### src/rtl/serial_add_ctrl.sv
// Bit-serial add/subtract sequencer: one full adder processes the operands LSB
// first, one bit per clock, with the carry held in a flop between bits.

module full_adder (
  input  logic a,
  input  logic b,
  input  logic cin,
  output logic sum,
  output logic cout
);
  assign sum  = a ^ b ^ cin;
  assign cout = (a & b) | (cin & (a ^ b));
endmodule

module serial_add_ctrl #(
  parameter int unsigned WIDTH = 8
) (
  input  logic             clk,
  input  logic             rst_n,
  input  logic             start,
  input  logic             sub,
  input  logic [WIDTH-1:0] a,
  input  logic [WIDTH-1:0] b,
  input  logic             cin,
  output logic             busy,
  output logic             done,
  output logic [WIDTH-1:0] sum,
  output logic             cout,
  output logic             ovf
);
  localparam int unsigned CW = (WIDTH > 1) ? $clog2(WIDTH) : 1;

  typedef enum logic [1:0] {S_IDLE, S_RUN, S_DONE} state_e;

  state_e           state_q, state_d;
  logic [WIDTH-1:0] opa_q, opa_d;
  logic [WIDTH-1:0] opb_q, opb_d;
  logic [WIDTH-1:0] res_q, res_d;
  logic [WIDTH-1:0] sum_q, sum_d;
  logic [CW-1:0]    cnt_q, cnt_d;
  logic             carry_q, carry_d;
  logic             cout_q, cout_d;
  logic             ovf_q, ovf_d;
  logic             busy_q, busy_d;
  logic             done_q, done_d;
  logic             fa_sum, fa_cout;

  full_adder u_fa (
    .a    (opa_q[0]),
    .b    (opb_q[0]),
    .cin  (carry_q),
    .sum  (fa_sum),
    .cout (fa_cout)
  );

  always_ff @(posedge clk or negedge rst_n) begin
    if (!rst_n) begin
      state_q <= S_IDLE;
      opa_q   <= '0;
      opb_q   <= '0;
      res_q   <= '0;
      sum_q   <= '0;
      cnt_q   <= '0;
      carry_q <= 1'b0;
      cout_q  <= 1'b0;
      ovf_q   <= 1'b0;
      busy_q  <= 1'b0;
      done_q  <= 1'b0;
    end else begin
      state_q <= state_d;
      opa_q   <= opa_d;
      opb_q   <= opb_d;
      res_q   <= res_d;
      sum_q   <= sum_d;
      cnt_q   <= cnt_d;
      carry_q <= carry_d;
      cout_q  <= cout_d;
      ovf_q   <= ovf_d;
      busy_q  <= busy_d;
      done_q  <= done_d;
    end
  end

  always_comb begin
    state_d = state_q;
    opa_d   = opa_q;
    opb_d   = opb_q;
    res_d   = res_q;
    sum_d   = sum_q;
    cnt_d   = cnt_q;
    carry_d = carry_q;
    cout_d  = cout_q;
    ovf_d   = ovf_q;
    busy_d  = 1'b0;
    done_d  = 1'b0;
    case (state_q)
      S_IDLE, S_DONE: begin
        // Subtract is a + ~b + 1, so invert B and force the initial carry.
        if (start) begin
          state_d = S_RUN;
          opa_d   = a;
          opb_d   = sub ? ~b : b;
          carry_d = sub ? 1'b1 : cin;
          cnt_d   = '0;
          busy_d  = 1'b1;
        end else begin
          state_d = S_IDLE;
        end
      end
      S_RUN: begin
        opa_d   = opa_q >> 1;
        opb_d   = opb_q >> 1;
        res_d   = {fa_sum, res_q[WIDTH-1:1]};
        carry_d = fa_cout;
        if (cnt_q == CW'(WIDTH - 1)) begin
          // carry_q here is the carry into the MSB.
          state_d = S_DONE;
          sum_d   = res_d;
          cout_d  = fa_cout;
          ovf_d   = carry_q ^ fa_cout;
          done_d  = 1'b1;
          cnt_d   = '0;
        end else begin
          cnt_d  = cnt_q + CW'(1);
          busy_d = 1'b1;
        end
      end
      default: state_d = S_IDLE;
    endcase
  end

  assign busy = busy_q;
  assign done = done_q;
  assign sum  = sum_q;
  assign cout = cout_q;
  assign ovf  = ovf_q;

endmodule

### config.mk
export PLATFORM = sky130hd
export DESIGN_NAME = serial_add_ctrl
export DESIGN_NICKNAME = d
export VERILOG_FILES = /design/src/rtl/serial_add_ctrl.sv
export SDC_FILE = /design/constraint.sdc
export NUM_CORES = 1
export LEC_CHECK = 0
export ABC_AREA = 1
export ABC_CLOCK_PERIOD_IN_PS = 2100
export BUFFER_PORTS_ARGS = -buffer_cell sky130_fd_sc_hd__buf_2
export CORE_MARGIN = 2
export CORE_UTILIZATION = 51
export CTS_CLUSTER_DIAMETER = 100
export DETAILED_ROUTE_END_ITERATION = 8
export GPL_TIMING_DRIVEN = 0
export PLACE_DENSITY_LB_ADDON = 0.2
export SYNTH_ARGS = -nofsm -noshare
export SYNTH_HDL_FRONTEND = slang
export SYNTH_HIERARCHICAL = 1
export SYNTH_SLANG_ARGS = --single-unit
### constraint.sdc
create_clock -name clk -period 2.1 [get_ports clk]
set_clock_uncertainty 0.2 [all_clocks]
set_input_delay 0.21 -clock clk [delete_from_list [all_inputs] [get_ports clk]]
set_output_delay 0.21 -clock clk [all_outputs]
set_load 0.02 [all_outputs]
# == After elaboration in Yosys (flattened, before gate mapping) ==
# Cells that the tools add are included.
# totals
mem_bits_ro,0
n_memories,0
input_bits,21
output_inout_bits,12
word_cells,48
register_bits,42
mem_bits_rw,0
latch_bits,0
# op_classes
addsub,1
shift,0
n_bitwise,7
n_mux,19
n_reduce_logical,5
n_mul,0
eq_ne,5
magnitude_cmp,0
div_mod_pow,0
# ops
operator,count
one-hot mux 8 bit (2 select lines),2
two-way mux 8 bit,3
inverter 8 bit,1
two-way mux 1 bit,7
two-way mux 3 bit,2
one-hot mux 3 bit (2 select lines),1
"inequality test 2 bit, second input constant",2
one-hot mux 1 bit (2 select lines),2
one-hot mux 2 bit (2 select lines),1
AND reduction 2 bit,2
"adder 3 x 1 -> 3 bit, second input constant",1
"equality test 3 bit, second input constant",1
XOR 1 bit,3
AND 1 bit,2
"equality test 2 x 1 -> 1 bit, second input constant",1
"equality test 2 bit, second input constant",1
logical NOT 2 bit,1
two-way mux 2 bit,1
nonzero test 2 bit,1
OR reduction 2 bit,1
OR 1 bit,1

# == Depth between registers and ports, before layout ==
# logic_depth
word_depth,4
depth_mapped,8
mapped_depth_nobuf,6

# == Modules after synthesis ==
# The synthesis kept the hierarchy.
# by_module_without_submodules
module,instances,area_each_um2,seq_area_each_um2,cells_each
serial_add_ctrl,1,1889.3,1026.0,231
full_adder,1,20.0,0.0,1

# == Worst setup path before layout ==
# OpenSTA, ideal clock, no wires.
# synth_timing
path_type,register -> register
from,register cnt_q[0]
to,register cout_q (netlist: cout)
required_ns,1.783
n_path_buf,1
arrival_ns,1.177
path_slack_ns,0.606
setup_ns,0.117
stages_incl_launch_ff,8
synth_period_minus_slack_ns,1.494
path_cell_list,dfrtp_1 > ha_1 > ha_1 > inv_1 > nor2_4 > buf_6 > nand2_1 > nand2_1
# synth_between
elab_chain_len,2
# synth_rtl
item,line,text
"start, declared",40,"logic [CW-1:0] cnt_q, cnt_d;"
"start signal, assigned",75,cnt_q <= cnt_d;
equality test 3 bit,115,if (cnt_q == CW'(WIDTH - 1)) begin
AND reduction 2 bit (no line),--,
"end signal, assigned",77,cout_q <= cout_d;
"end, declared",42,"logic cout_q, cout_d;"
# No other way between the ends.
# A chain may end at the register's enable or synchronous reset.

# == Final worst setup path ==
# layout_timing
from,register cnt_q[0]
to,register sum_q[6] (netlist: sum[6])
# layout_between
elab_chain_len,2
# layout_rtl
item,line,text
equality test 3 bit,115,
AND reduction 2 bit (no line),--,
"end signal, assigned",74,sum_q <= sum_d;
"end, declared",39,"logic [WIDTH-1:0] sum_q, sum_d;"
# No other way between the ends.

==> results.sh <==
export IMPL_io_buffers=31
export IMPL_final_nets=298
export IMPL_first_pass_iters=4
export IMPL_grt_antenna_before_repair=0
export IMPL_max_clock_freq_mhz=627
export IMPL_fillerInstances=351
export IMPL_num_rows=22
export IMPL_cp_max_fo=10
export IMPL_ys_ff_latch=41
export IMPL_cpPeakStageDelay_ps=400
export IMPL_worstMarginPinSlew_ps=882
export IMPL_finalHoldViolCount=0
export IMPL_yosys_top_cells_area="dfrtp_1, nand2_1, nand3_1, inv_1, buf_6"
export IMPL_syn_to_final_growth_pct=19.7
export IMPL_synth_top_area_cell="dfrtp_1"
export IMPL_pwr_share_seq=0.399
export IMPL_critPathKind="reg -> reg"
export IMPL_yosys_area_top_type_share=0.537
export IMPL_drc_errors=0
export IMPL_power_internal_w=0.00205
export IMPL_period_minus_slack_ps=1590
export IMPL_die_h_microns=65.2
export IMPL_grt_max_degree=42
export IMPL_grt_usage=0.200
export IMPL_status="completed"
export IMPL_cts_buffer_depth=2
export IMPL_required_ps=2090
export IMPL_grt_overflow_total=0
export IMPL_cp_end_kind="register"
export IMPL_finalCritPeriodShare=0.759
export IMPL_clock_sinks=41
export IMPL_syn_inst=232
export IMPL_final_cell_mix="nand2_1, dfrtp_1, nand3_1"
export IMPL_dieArea_sq_mm=0.00425
export IMPL_hpwl_mm=2.43
export IMPL_mappedNetlistArea_sq_mm=0.00191
export IMPL_cts_buffers_inserted=5
export IMPL_drive_above_1_share=0.200
export IMPL_switching_share=0.385
export IMPL_ios=33
export IMPL_p_leak_nw=1.27
export IMPL_hp_class="in -> reg"
export IMPL_multi_input_area_sq_um=713
export IMPL_n_antenna_cell=0
export IMPL_setup_viol=0
export IMPL_combPwrFrac=0.402
export IMPL_cts_resized=0
export IMPL_clkTransAtPathRegs_ps=80
export IMPL_cap_violations=0
export IMPL_grt_first_pass_wirelength_mm=6.40
export IMPL_finalSetupTns_ps=0
export IMPL_regArea_sq_mm=0.00103
export IMPL_start_util=0.525
export IMPL_clkPwrFrac=0.199
export IMPL_place_congestion=0.764
export IMPL_num_vias=1540
export IMPL_ys_warn_count=6
export IMPL_crit_arrival_ps=1580
export IMPL_ir_worst_vdd_v=0.000776
export IMPL_switchingPower_w=0.00128
export IMPL_cp_cell_sequence="ha_1 > ha_1 > inv_1 > nor2_4 > buf_6 > nand2_1 > nand2_1"
export IMPL_power_density_mw_per_mm2=1460
export IMPL_grt_pass1_vias=1435
export IMPL_drt_iter0_drc=104
export IMPL_total_power_w=0.00333
export IMPL_crit_path_start_kind="register"
export IMPL_rsz0062_at_grt="no"
export IMPL_routedWlPerCell_microns=11.3
export IMPL_finalHoldWorstSlack_ps=14.0
export IMPL_drv_slew=0
export IMPL_crit_slowest_cell="dfrtp_1"
export IMPL_ys_types=19
export IMPL_final_common_cell="nand2_1"
export IMPL_wl_mm=3.66
export IMPL_dieWidth_microns=65.2
export IMPL_core_area_sq_mm=0.00363
export IMPL_ant_nets=0
export IMPL_tritoncts="done"
export IMPL_vias_per_cell=4.77
export IMPL_cts_max_level=2
export IMPL_clk_latency_ps=290
export IMPL_ys_seq_area_frac=0.537
export IMPL_avgSynthCellArea_sq_um=8.23
export IMPL_synth_nets=256
export IMPL_max_slew_margin=0.412
export IMPL_cts_root_buf="clkbuf_8"
## cells in the mapped netlist
library cell	instances
nand2_1	98
dfrtp_1	41
nand3_1	38
inv_1	21
o21ai_0	6
buf_6	5
nor2_1	4
inv_2	3
o21ai_1	3
buf_4	2
ha_1	2
nand2_2	2
buf_2	1
clkbuf_1	1
fa_1	1
nand2_4	1
nor2_2	1
nor2_4	1
xor2_1	1
## area by class of cell
type,count,area share
plain buffers,9,0.0350
clock buffers,6,0.0361
clock inverters,2,0.0164
inverters,24,0.0394
multi-input cells,158,0.312
flip-flops and latches,41,0.449
well taps,48,0.0263
repair buffers,35,0.0854
## per-layer routing
metal	track usage	wire length [microns]
met4	0.0703	56
met5	0	0
met3	0.0514	145
met1	0.249	1740
met2	0.338	1720
## what timing repair did
action                     CTS  global route
hold endpoints to repair    44             0
setup endpoints to repair    0             0
hold buffers                 4             0
setup buffers                0             0
## power groups by stage
stage / logic [W] / registers, W / clock network [W]
6_report: 0.00134 / 0.00133 / 0.000664
5_1_grt: 0.00153 / 0.00137 / 0.000720
4_1_cts: 0.00135 / 0.00133 / 0.000681
3_5_place_dp: 0.00135 / 0.00134 / 0
3_3_place_gp: 0.00130 / 0.00133 / 0
2_1_floorplan: 0.000889 / 0.00143 / 0
## critical path, delay by kind of cell (launching register included)
kind | cells | cell delay [ps]
adders and majority gates | 2 | 450
DFF | 1 | 400
buffers and inverters | 2 | 290
and+or+nand+nor | 3 | 160
## sequential cells by signal (all words and copies together) (netlist names)
name,count
opa_q,8
opb_q,8
sum,8
res_q,7
cnt_q,3
state_q,2
busy,1
carry_q,1
cout,1
done,1
ovf,1
## kinds of logic (layout without fill, tap and decap cells)
| group | after synthesis | after routing | share of synthesized area |
|---|---|---|---|
| AOI/OAI and AO/OA | 9 | 9 | 0.0236 |
| xor gates and xnor gates | 1 | 1 | 0.00459 |
| adders and majority gates | 3 | 3 | 0.0236 |
| buffers and inverters | 33 | 76 | 0.0891 |
| DFF | 41 | 41 | 0.537 |
| and+or+nand+nor | 145 | 145 | 0.322 |
## metrics by stage
step | std cells | setup slack (ps) | utilization | cell area (sq um)
after floorplan | 232 | 606 | - | 1910
after global routing | 323 | 405 | 0.629 | 2280
after global placement | 311 | 516 | 0.585 | 2120
after CTS | 323 | 495 | 0.629 | 2280
after detailed placement | 311 | 506 | 0.585 | 2120
final | 323 | 506 | 0.629 | 2280
## worst paths after layout
path / to / slack [ps] / from / cells past startpoint
hold reg to reg: sum[0] / 270 / sum[0] / 2
min in group asynchronous: sum[0] / 360 / rst_n / 2
max in group asynchronous: opa_q[7] / 790 / rst_n / 2
setup / recovery: sum[6] / 510 / cnt_q[0] / 7
setup reg to reg: sum[6] / 510 / cnt_q[0] / 7
hold / removal: opb_q[1] / 10 / b[1] / 4
No activity file was read; power rests on OpenSTA's default activity.
